[config.mk]
export PLATFORM = sky130hd
export DESIGN_NAME = vram_arbiter_flat
export DESIGN_NICKNAME = d
export VERILOG_FILES = /design/src/rtl/vram_arbiter_if.sv /design/src/rtl/vram_arbiter.sv /design/src/flat_wrapper.sv
export SDC_FILE = /design/constraint.sdc
export NUM_CORES = 1
export LEC_CHECK = 0
export ABC_AREA = 1
export BUFFER_PORTS_ARGS = -buffer_cell sky130_fd_sc_hd__buf_2
export CAP_MARGIN = 0
export CORE_MARGIN = 3
export CORE_UTILIZATION = 50
export DETAILED_ROUTE_END_ITERATION = 10
export PLACE_DENSITY = 0.7
export SYNTH_ARGS = -nofsm -noshare
export SYNTH_HDL_FRONTEND = slang
export SYNTH_SLANG_ARGS = --single-unit
[constraint.sdc]
create_clock -name i_clk -period 2.6 [get_ports i_clk]
set_input_delay 0.13 -clock i_clk [delete_from_list [all_inputs] [get_ports i_clk]]
set_output_delay 0.13 -clock i_clk [all_outputs]
set_load 0.01 [all_outputs]
[src/rtl/vram_arbiter_if.sv]
// vram_arbiter_if
// Bundles the three buses that meet at the VRAM arbiter: the video fetch
// port, the CPU write port and the single-port VRAM itself.
// Parameters: AW (address width), DW (data width), DEPTH (CPU write FIFO entries).
// Modports:
//   slave  - the arbiter: takes requests and ram_dout, drives acks, status and the RAM port
//   master - the surroundings (video generator, Z80 decode, VRAM model)
interface vram_arbiter_if #(
  parameter int AW    = 13,
  parameter int DW    = 8,
  parameter int DEPTH = 4
);
  localparam int LW = $clog2(DEPTH) + 1;

  logic          vid_req;
  logic [AW-1:0] vid_addr;
  logic          vid_ack;
  logic [DW-1:0] vid_data;

  logic          cpu_we;
  logic [AW-1:0] cpu_addr;
  logic [DW-1:0] cpu_din;
  logic          cpu_wait;
  logic          overflow;
  logic [LW-1:0] fifo_level;

  logic [AW-1:0] ram_addr;
  logic [DW-1:0] ram_din;
  logic          ram_we;
  logic [DW-1:0] ram_dout;

  modport slave (
    input  vid_req, vid_addr, cpu_we, cpu_addr, cpu_din, ram_dout,
    output vid_ack, vid_data, cpu_wait, overflow, fifo_level,
           ram_addr, ram_din, ram_we
  );

  modport master (
    output vid_req, vid_addr, cpu_we, cpu_addr, cpu_din, ram_dout,
    input  vid_ack, vid_data, cpu_wait, overflow, fifo_level,
           ram_addr, ram_din, ram_we
  );
endinterface

[src/rtl/vram_arbiter.sv]
// vram_arbiter
// Shares the single-port video RAM between the video fetcher and CPU writes.
// Video reads win every cycle they are requested; CPU writes are queued in a
// small in-order FIFO and drained into cycles with no video request.
// Ports:
//   i_clk - ULA clock, single domain
//   i_rst - asynchronous, active-high reset
//   bus   - vram_arbiter_if.slave: video port (vid_*), CPU write port
//           (cpu_*, overflow, fifo_level) and registered VRAM port (ram_*)
module vram_arbiter #(
  parameter int AW    = 13,
  parameter int DW    = 8,
  parameter int DEPTH = 4
) (
  input  logic          i_clk,
  input  logic          i_rst,
  vram_arbiter_if.slave bus
);
  localparam int PW = $clog2(DEPTH);
  localparam int LW = PW + 1;

  logic [AW-1:0] r_fifo_addr [DEPTH];
  logic [DW-1:0] r_fifo_data [DEPTH];
  logic [PW-1:0] r_wr_ptr;
  logic [PW-1:0] r_rd_ptr;
  logic [LW-1:0] r_level;
  logic          r_overflow;

  logic          r_rd_v1;
  logic          r_rd_v2;
  logic          r_vid_ack;
  logic [DW-1:0] r_vid_data;

  logic [AW-1:0] r_ram_addr;
  logic [DW-1:0] r_ram_din;
  logic          r_ram_we;

  logic w_full;
  logic w_empty;
  logic w_push;
  logic w_pop;

  assign w_full  = (r_level == LW'(DEPTH));
  assign w_empty = (r_level == '0);
  // A write arriving while full is dropped even if this edge pops an entry:
  // the decision uses the registered level only.
  assign w_push  = bus.cpu_we && !w_full;
  assign w_pop   = !bus.vid_req && !w_empty;

  // FIFO storage needs no reset; validity is carried by the level counter.
  always_ff @(posedge i_clk) begin
    if (w_push) begin
      r_fifo_addr[r_wr_ptr] <= bus.cpu_addr;
      r_fifo_data[r_wr_ptr] <= bus.cpu_din;
    end
  end

  always_ff @(posedge i_clk or posedge i_rst) begin
    if (i_rst) begin
      r_wr_ptr   <= '0;
      r_rd_ptr   <= '0;
      r_level    <= '0;
      r_overflow <= 1'b0;
      r_rd_v1    <= 1'b0;
      r_rd_v2    <= 1'b0;
      r_vid_ack  <= 1'b0;
      r_vid_data <= '0;
      r_ram_addr <= '0;
      r_ram_din  <= '0;
      r_ram_we   <= 1'b0;
    end else begin
      // Slot decision: video read, else drain one FIFO entry, else idle.
      if (bus.vid_req) begin
        r_ram_addr <= bus.vid_addr;
        r_ram_we   <= 1'b0;
      end else if (!w_empty) begin
        r_ram_addr <= r_fifo_addr[r_rd_ptr];
        r_ram_din  <= r_fifo_data[r_rd_ptr];
        r_ram_we   <= 1'b1;
      end else begin
        r_ram_we   <= 1'b0;
      end

      if (w_push) r_wr_ptr <= r_wr_ptr + PW'(1);
      if (w_pop)  r_rd_ptr <= r_rd_ptr + PW'(1);

      case ({w_push, w_pop})
        2'b10:   r_level <= r_level + LW'(1);
        2'b01:   r_level <= r_level - LW'(1);
        default: r_level <= r_level;
      endcase

      if (bus.cpu_we && w_full) r_overflow <= 1'b1;

      // v1: address is on the RAM port; v2: RAM has sampled it and ram_dout
      // is valid; the following edge captures the data and raises the ack.
      r_rd_v1   <= bus.vid_req;
      r_rd_v2   <= r_rd_v1;
      r_vid_ack <= r_rd_v2;
      if (r_rd_v2) r_vid_data <= bus.ram_dout;
    end
  end

  assign bus.vid_ack    = r_vid_ack;
  assign bus.vid_data   = r_vid_data;
  assign bus.cpu_wait   = w_full;
  assign bus.overflow   = r_overflow;
  assign bus.fifo_level = r_level;
  assign bus.ram_addr   = r_ram_addr;
  assign bus.ram_din    = r_ram_din;
  assign bus.ram_we     = r_ram_we;
endmodule

[src/flat_wrapper.sv]
// flat-port wrapper written by rule: the top's interface ports become plain ports
module vram_arbiter_flat 
#(
  parameter int AW    = 13,
  parameter int DW    = 8,
  parameter int DEPTH = 4
)
  (i_clk, i_rst, bus_vid_req, bus_vid_addr, bus_cpu_we, bus_cpu_addr, bus_cpu_din, bus_ram_dout, bus_vid_ack, bus_vid_data, bus_cpu_wait, bus_overflow, bus_fifo_level, bus_ram_addr, bus_ram_din, bus_ram_we);
  vram_arbiter_if #(.AW(AW), .DW(DW), .DEPTH(DEPTH)) bus_i ();
  input  logic i_clk;
  input  logic i_rst;
  input wire logic [$bits(bus_i.vid_req)-1:0] bus_vid_req;
  input wire logic [$bits(bus_i.vid_addr)-1:0] bus_vid_addr;
  input wire logic [$bits(bus_i.cpu_we)-1:0] bus_cpu_we;
  input wire logic [$bits(bus_i.cpu_addr)-1:0] bus_cpu_addr;
  input wire logic [$bits(bus_i.cpu_din)-1:0] bus_cpu_din;
  input wire logic [$bits(bus_i.ram_dout)-1:0] bus_ram_dout;
  output wire logic [$bits(bus_i.vid_ack)-1:0] bus_vid_ack;
  output wire logic [$bits(bus_i.vid_data)-1:0] bus_vid_data;
  output wire logic [$bits(bus_i.cpu_wait)-1:0] bus_cpu_wait;
  output wire logic [$bits(bus_i.overflow)-1:0] bus_overflow;
  output wire logic [$bits(bus_i.fifo_level)-1:0] bus_fifo_level;
  output wire logic [$bits(bus_i.ram_addr)-1:0] bus_ram_addr;
  output wire logic [$bits(bus_i.ram_din)-1:0] bus_ram_din;
  output wire logic [$bits(bus_i.ram_we)-1:0] bus_ram_we;
  assign bus_i.vid_req = bus_vid_req;
  assign bus_i.vid_addr = bus_vid_addr;
  assign bus_i.cpu_we = bus_cpu_we;
  assign bus_i.cpu_addr = bus_cpu_addr;
  assign bus_i.cpu_din = bus_cpu_din;
  assign bus_i.ram_dout = bus_ram_dout;
  assign bus_vid_ack = bus_i.vid_ack;
  assign bus_vid_data = bus_i.vid_data;
  assign bus_cpu_wait = bus_i.cpu_wait;
  assign bus_overflow = bus_i.overflow;
  assign bus_fifo_level = bus_i.fifo_level;
  assign bus_ram_addr = bus_i.ram_addr;
  assign bus_ram_din = bus_i.ram_din;
  assign bus_ram_we = bus_i.ram_we;
  vram_arbiter #(.AW(AW), .DW(DW), .DEPTH(DEPTH)) u_core (.i_clk(i_clk), .i_rst(i_rst), .bus(bus_i));
endmodule
==> key figures <==
Detailed routing
  • Starting DRT DRC Count: 267
  • Routed Antenna Nets: 0
  • Via density: 4.91
  • Total wire length: 11.2 mm
  • First-pass DRT Iterations: 5
  • DRC viols: 0
  • Vias: 3,651
  • Routed len/inst: 15.1 um

GRT
  • Total GRT Usage: 0.208
  • Global route total overflow: 0
  • First-pass GRT wire length: 17.7 mm
  • Vias in the first global route: 3,615
  • Initial antenna violation count: 0
  • Largest net degree at the start of global routing: 52

Timing
  • Setup violators final: 0
  • Fin. Hold Viols: 0
  • Fmax achieved: 0.460 GHz
  • Setup TNS: 0 ns
  • Pins Over Slew Limit: 0
  • Setup Skew: 0.00556 ns
  • RSZ-0062 raised after global routing: false
  • Worst slew pin tran: 1.05 ns
  • Clock period minus worst slack: 2.17 ns
  • Worst slew margin: 0.298
  • Final Cycle Share: 0.836

Worst hold path
  • Worst Hold Launch: bus_vid_addr[9]
  • Hold WC Path Type: input port to register

Floorplanning
  • I/O pins: 82
  • Core box area: 0.00986 mm2
  • Die height: 107 um
  • Die area: 0.0115 mm2
  • Floorplan row count: 36
  • Die X-Extent: 107 um
  • Starting Density: 0.520

Setup path
  • Crit-path most repeated cell: nand2_1
  • Largest delay share family, worst path: simple AND/OR/NAND/NOR gates
  • Worst setup SP type: register
  • Reg2reg start: u_core.bus.fifo_level[0]
  • WP buf/inv: 1
  • CP Capture Type: register
  • Worst Path Required: 3.04 ns
  • Worst Setup SP: u_core.bus.fifo_level[0]
  • Worst path slowest cell: dfrtp_1
  • CP Cell Sequence: nor2_4, nand2_1, nand2_2, ha_1, inv_1, fa_1, or2_2, nand2_1, xor2_1
  • Worst EP arrival: 2.61 ns
  • Crit path kind: register to register
  • Crit-path max cell delay: 0.44 ns
  • CP Max Fanout: 8

Clocking
  • Clock transition at path regs: 0.06 ns
  • Total CTS buffers: 17
  • Number of H-tree levels: 4
  • CTS tree: yes
  • CTS Buffer Depth: 2
  • Later-pin clock latency in the skew report: 0.52 ns
  • Root buf cell: clkbuf_8
  • # clock sinks: 125

Job
  • MaxCap Viol Count: 0

Yosys
  • Post-Synthesis Cells: 468
  • Mean post-synth cell area: 11.0 um2
  • Top-area cell type share of the netlist area: 0.492
  • Post-synthesis async set-or-reset flop share: 0.328
  • Synth Cell Area: 0.00513 mm2
  • Sequential share of the synthesized area: 0.692
  • Synth warn: 0
  • Synth cell types: 27
  • Net Count, Synth: 520
  • Dominant cells by area after synthesis: edfxtp_1 (49%), dfrtp_1 (20%), nand2_1 (13%)
  • EDFF count, synth: 84
  • Largest area contributor in the netlist: edfxtp_1
  • Primary FF master, synth: edfxtp_1
  • Yosys reg bits: 125

Place
  • Final HPWL DP: 6.51 mm
  • Port Buf Inserts: 81
  • RD Place Congestion: 0.721

Pwr
  • Peak supply drop: 0.547 mV
  • Leak: 2.94 nW
  • Power per Cell Area: 1070 mW/mm2

Final layout
  • Commonest non-fill, non-tap cell in the layout: nand2_1
  • ANT cells: 0
  • Share of layout cells above drive strength 1: 0.232
  • # nets final: 650
  • Filler Cells Inserted: 740
  • Final core occ: 0.668
  • Commonest cells after routing, fill and taps aside: nand2_1 (172), edfxtp_1 (84), buf_2 (81)
  • Area grow syn2layout: 28.4%

Outcome
  • Status: finished, final reports clean
[per-layer routing]
layer | global-route usage | vias up | wire, um
met1 | 0.265 | 1686 | 4520
met3 | 0.0522 | 19 | 1050
met5 | 0 | - | 0
li1 | - | 1778 | -
met4 | 0.0932 | 0 | 201
met2 | 0.336 | 168 | 5430
[registers in the layout (all words and copies together), names as in the netlist]
| name | cells |
|---|---|
| u_core.r_rd_v1 | 1 |
| u_core.bus.fifo_level | 3 |
| u_core.bus.overflow | 1 |
| u_core.r_rd_v2 | 1 |
| u_core.r_fifo_data | 32 |
| u_core.bus.vid_ack | 1 |
| u_core.bus.ram_din | 8 |
| u_core.r_wr_ptr | 2 |
| u_core.bus.ram_we | 1 |
| u_core.bus.vid_data | 8 |
| u_core.r_fifo_addr | 52 |
| u_core.bus.ram_addr | 13 |
| u_core.r_rd_ptr | 2 |
[stage by stage]
step | total power, W | instance area, um2 | cells | hold WS, ns | setup slack (ns)
after detailed placement | 0.00499 | 5660 | 672 | 0.292 | 0.476
after CTS | 0.00712 | 6590 | 744 | 0.0263 | 0.427
after floorplan | 0.00430 | 5130 | 468 | 0.161 | 0.551
after global placement | 0.00491 | 5660 | 672 | 0.274 | 0.559
final | 0.00707 | 6590 | 744 | 0.0430 | 0.425
after global routing | 0.00752 | 6590 | 744 | 0.0527 | 0.251
[cell usage after synthesis, types with 2 or more instances]
cell type	number
a21oi_1	2
buf_2	13
buf_4	5
dfrtp_1	41
edfxtp_1	84
ha_1	5
inv_1	28
inv_2	5
mux2_2	8
nand2_1	172
nand2_2	2
nand3_1	32
nor2_1	40
o21ai_1	9
or2_0	8
or2_1	2
xor2_1	2
[worst reg2reg max path, cell delays in order (launching register included)]
cell and delay [ns]:
dfrtp_1 0.44, nor2_4 0.19, nand2_1 0.10, nand2_2 0.20, ha_1 0.19, inv_1 0.07
fa_1 0.38, or2_2 0.30, nand2_1 0.08, xor2_1 0.15
[cells by family after synthesis]
group                      share of synthesized area
buffers and inverters                         0.0476
muxes                                         0.0176
DFF                                            0.692
xor gates and xnor gates                     0.00513
and+or+nand+nor                                0.206
AOI/OAI and AO/OA                             0.0151
adders and majority gates                     0.0161
[final timing paths]
path | end | slack (ns) | depth (start not counted)
worst min-delay path | u_core.bus.ram_addr[9] | 0.04 | 6
worst min register to register | u_core.r_rd_v2 | 0.35 | 0
worst max-delay path | u_core.bus.fifo_level[2] | 0.43 | 9
min in group asynchronous | u_core.bus.overflow | 0.28 | 3
worst max register to register | u_core.bus.fifo_level[2] | 0.43 | 9
max in group asynchronous | u_core.bus.ram_din[7] | 1.61 | 4
[cell type report]
| class | count | area, um2 | share of cell area |
|---|---|---|---|
| sequential | 125 | 3550 | 0.539 |
| multi-input combinational | 290 | 1350 | 0.204 |
| timing repair buffer | 130 | 873 | 0.133 |
| clock buffer | 25 | 485 | 0.0737 |
| tap | 133 | 166 | 0.0253 |
| inverter | 34 | 130 | 0.0198 |
| clock inverter | 7 | 36.3 | 0.00551 |
[power breakdown]
group	switching [W]	total (W)	internal (W)
Clock	0.000799	0.00207	0.00127
Combinational	0.00141	0.00214	0.000730
Sequential	0.000210	0.00287	0.00266
[timing repair]
action / CTS / global route
gates resized for setup: 0 / 0
hold buffers: 40 / 0
endpoints found under the hold margin: 128 / 0
setup buffers: 0 / 0
(Power assumes the default switching activity.)
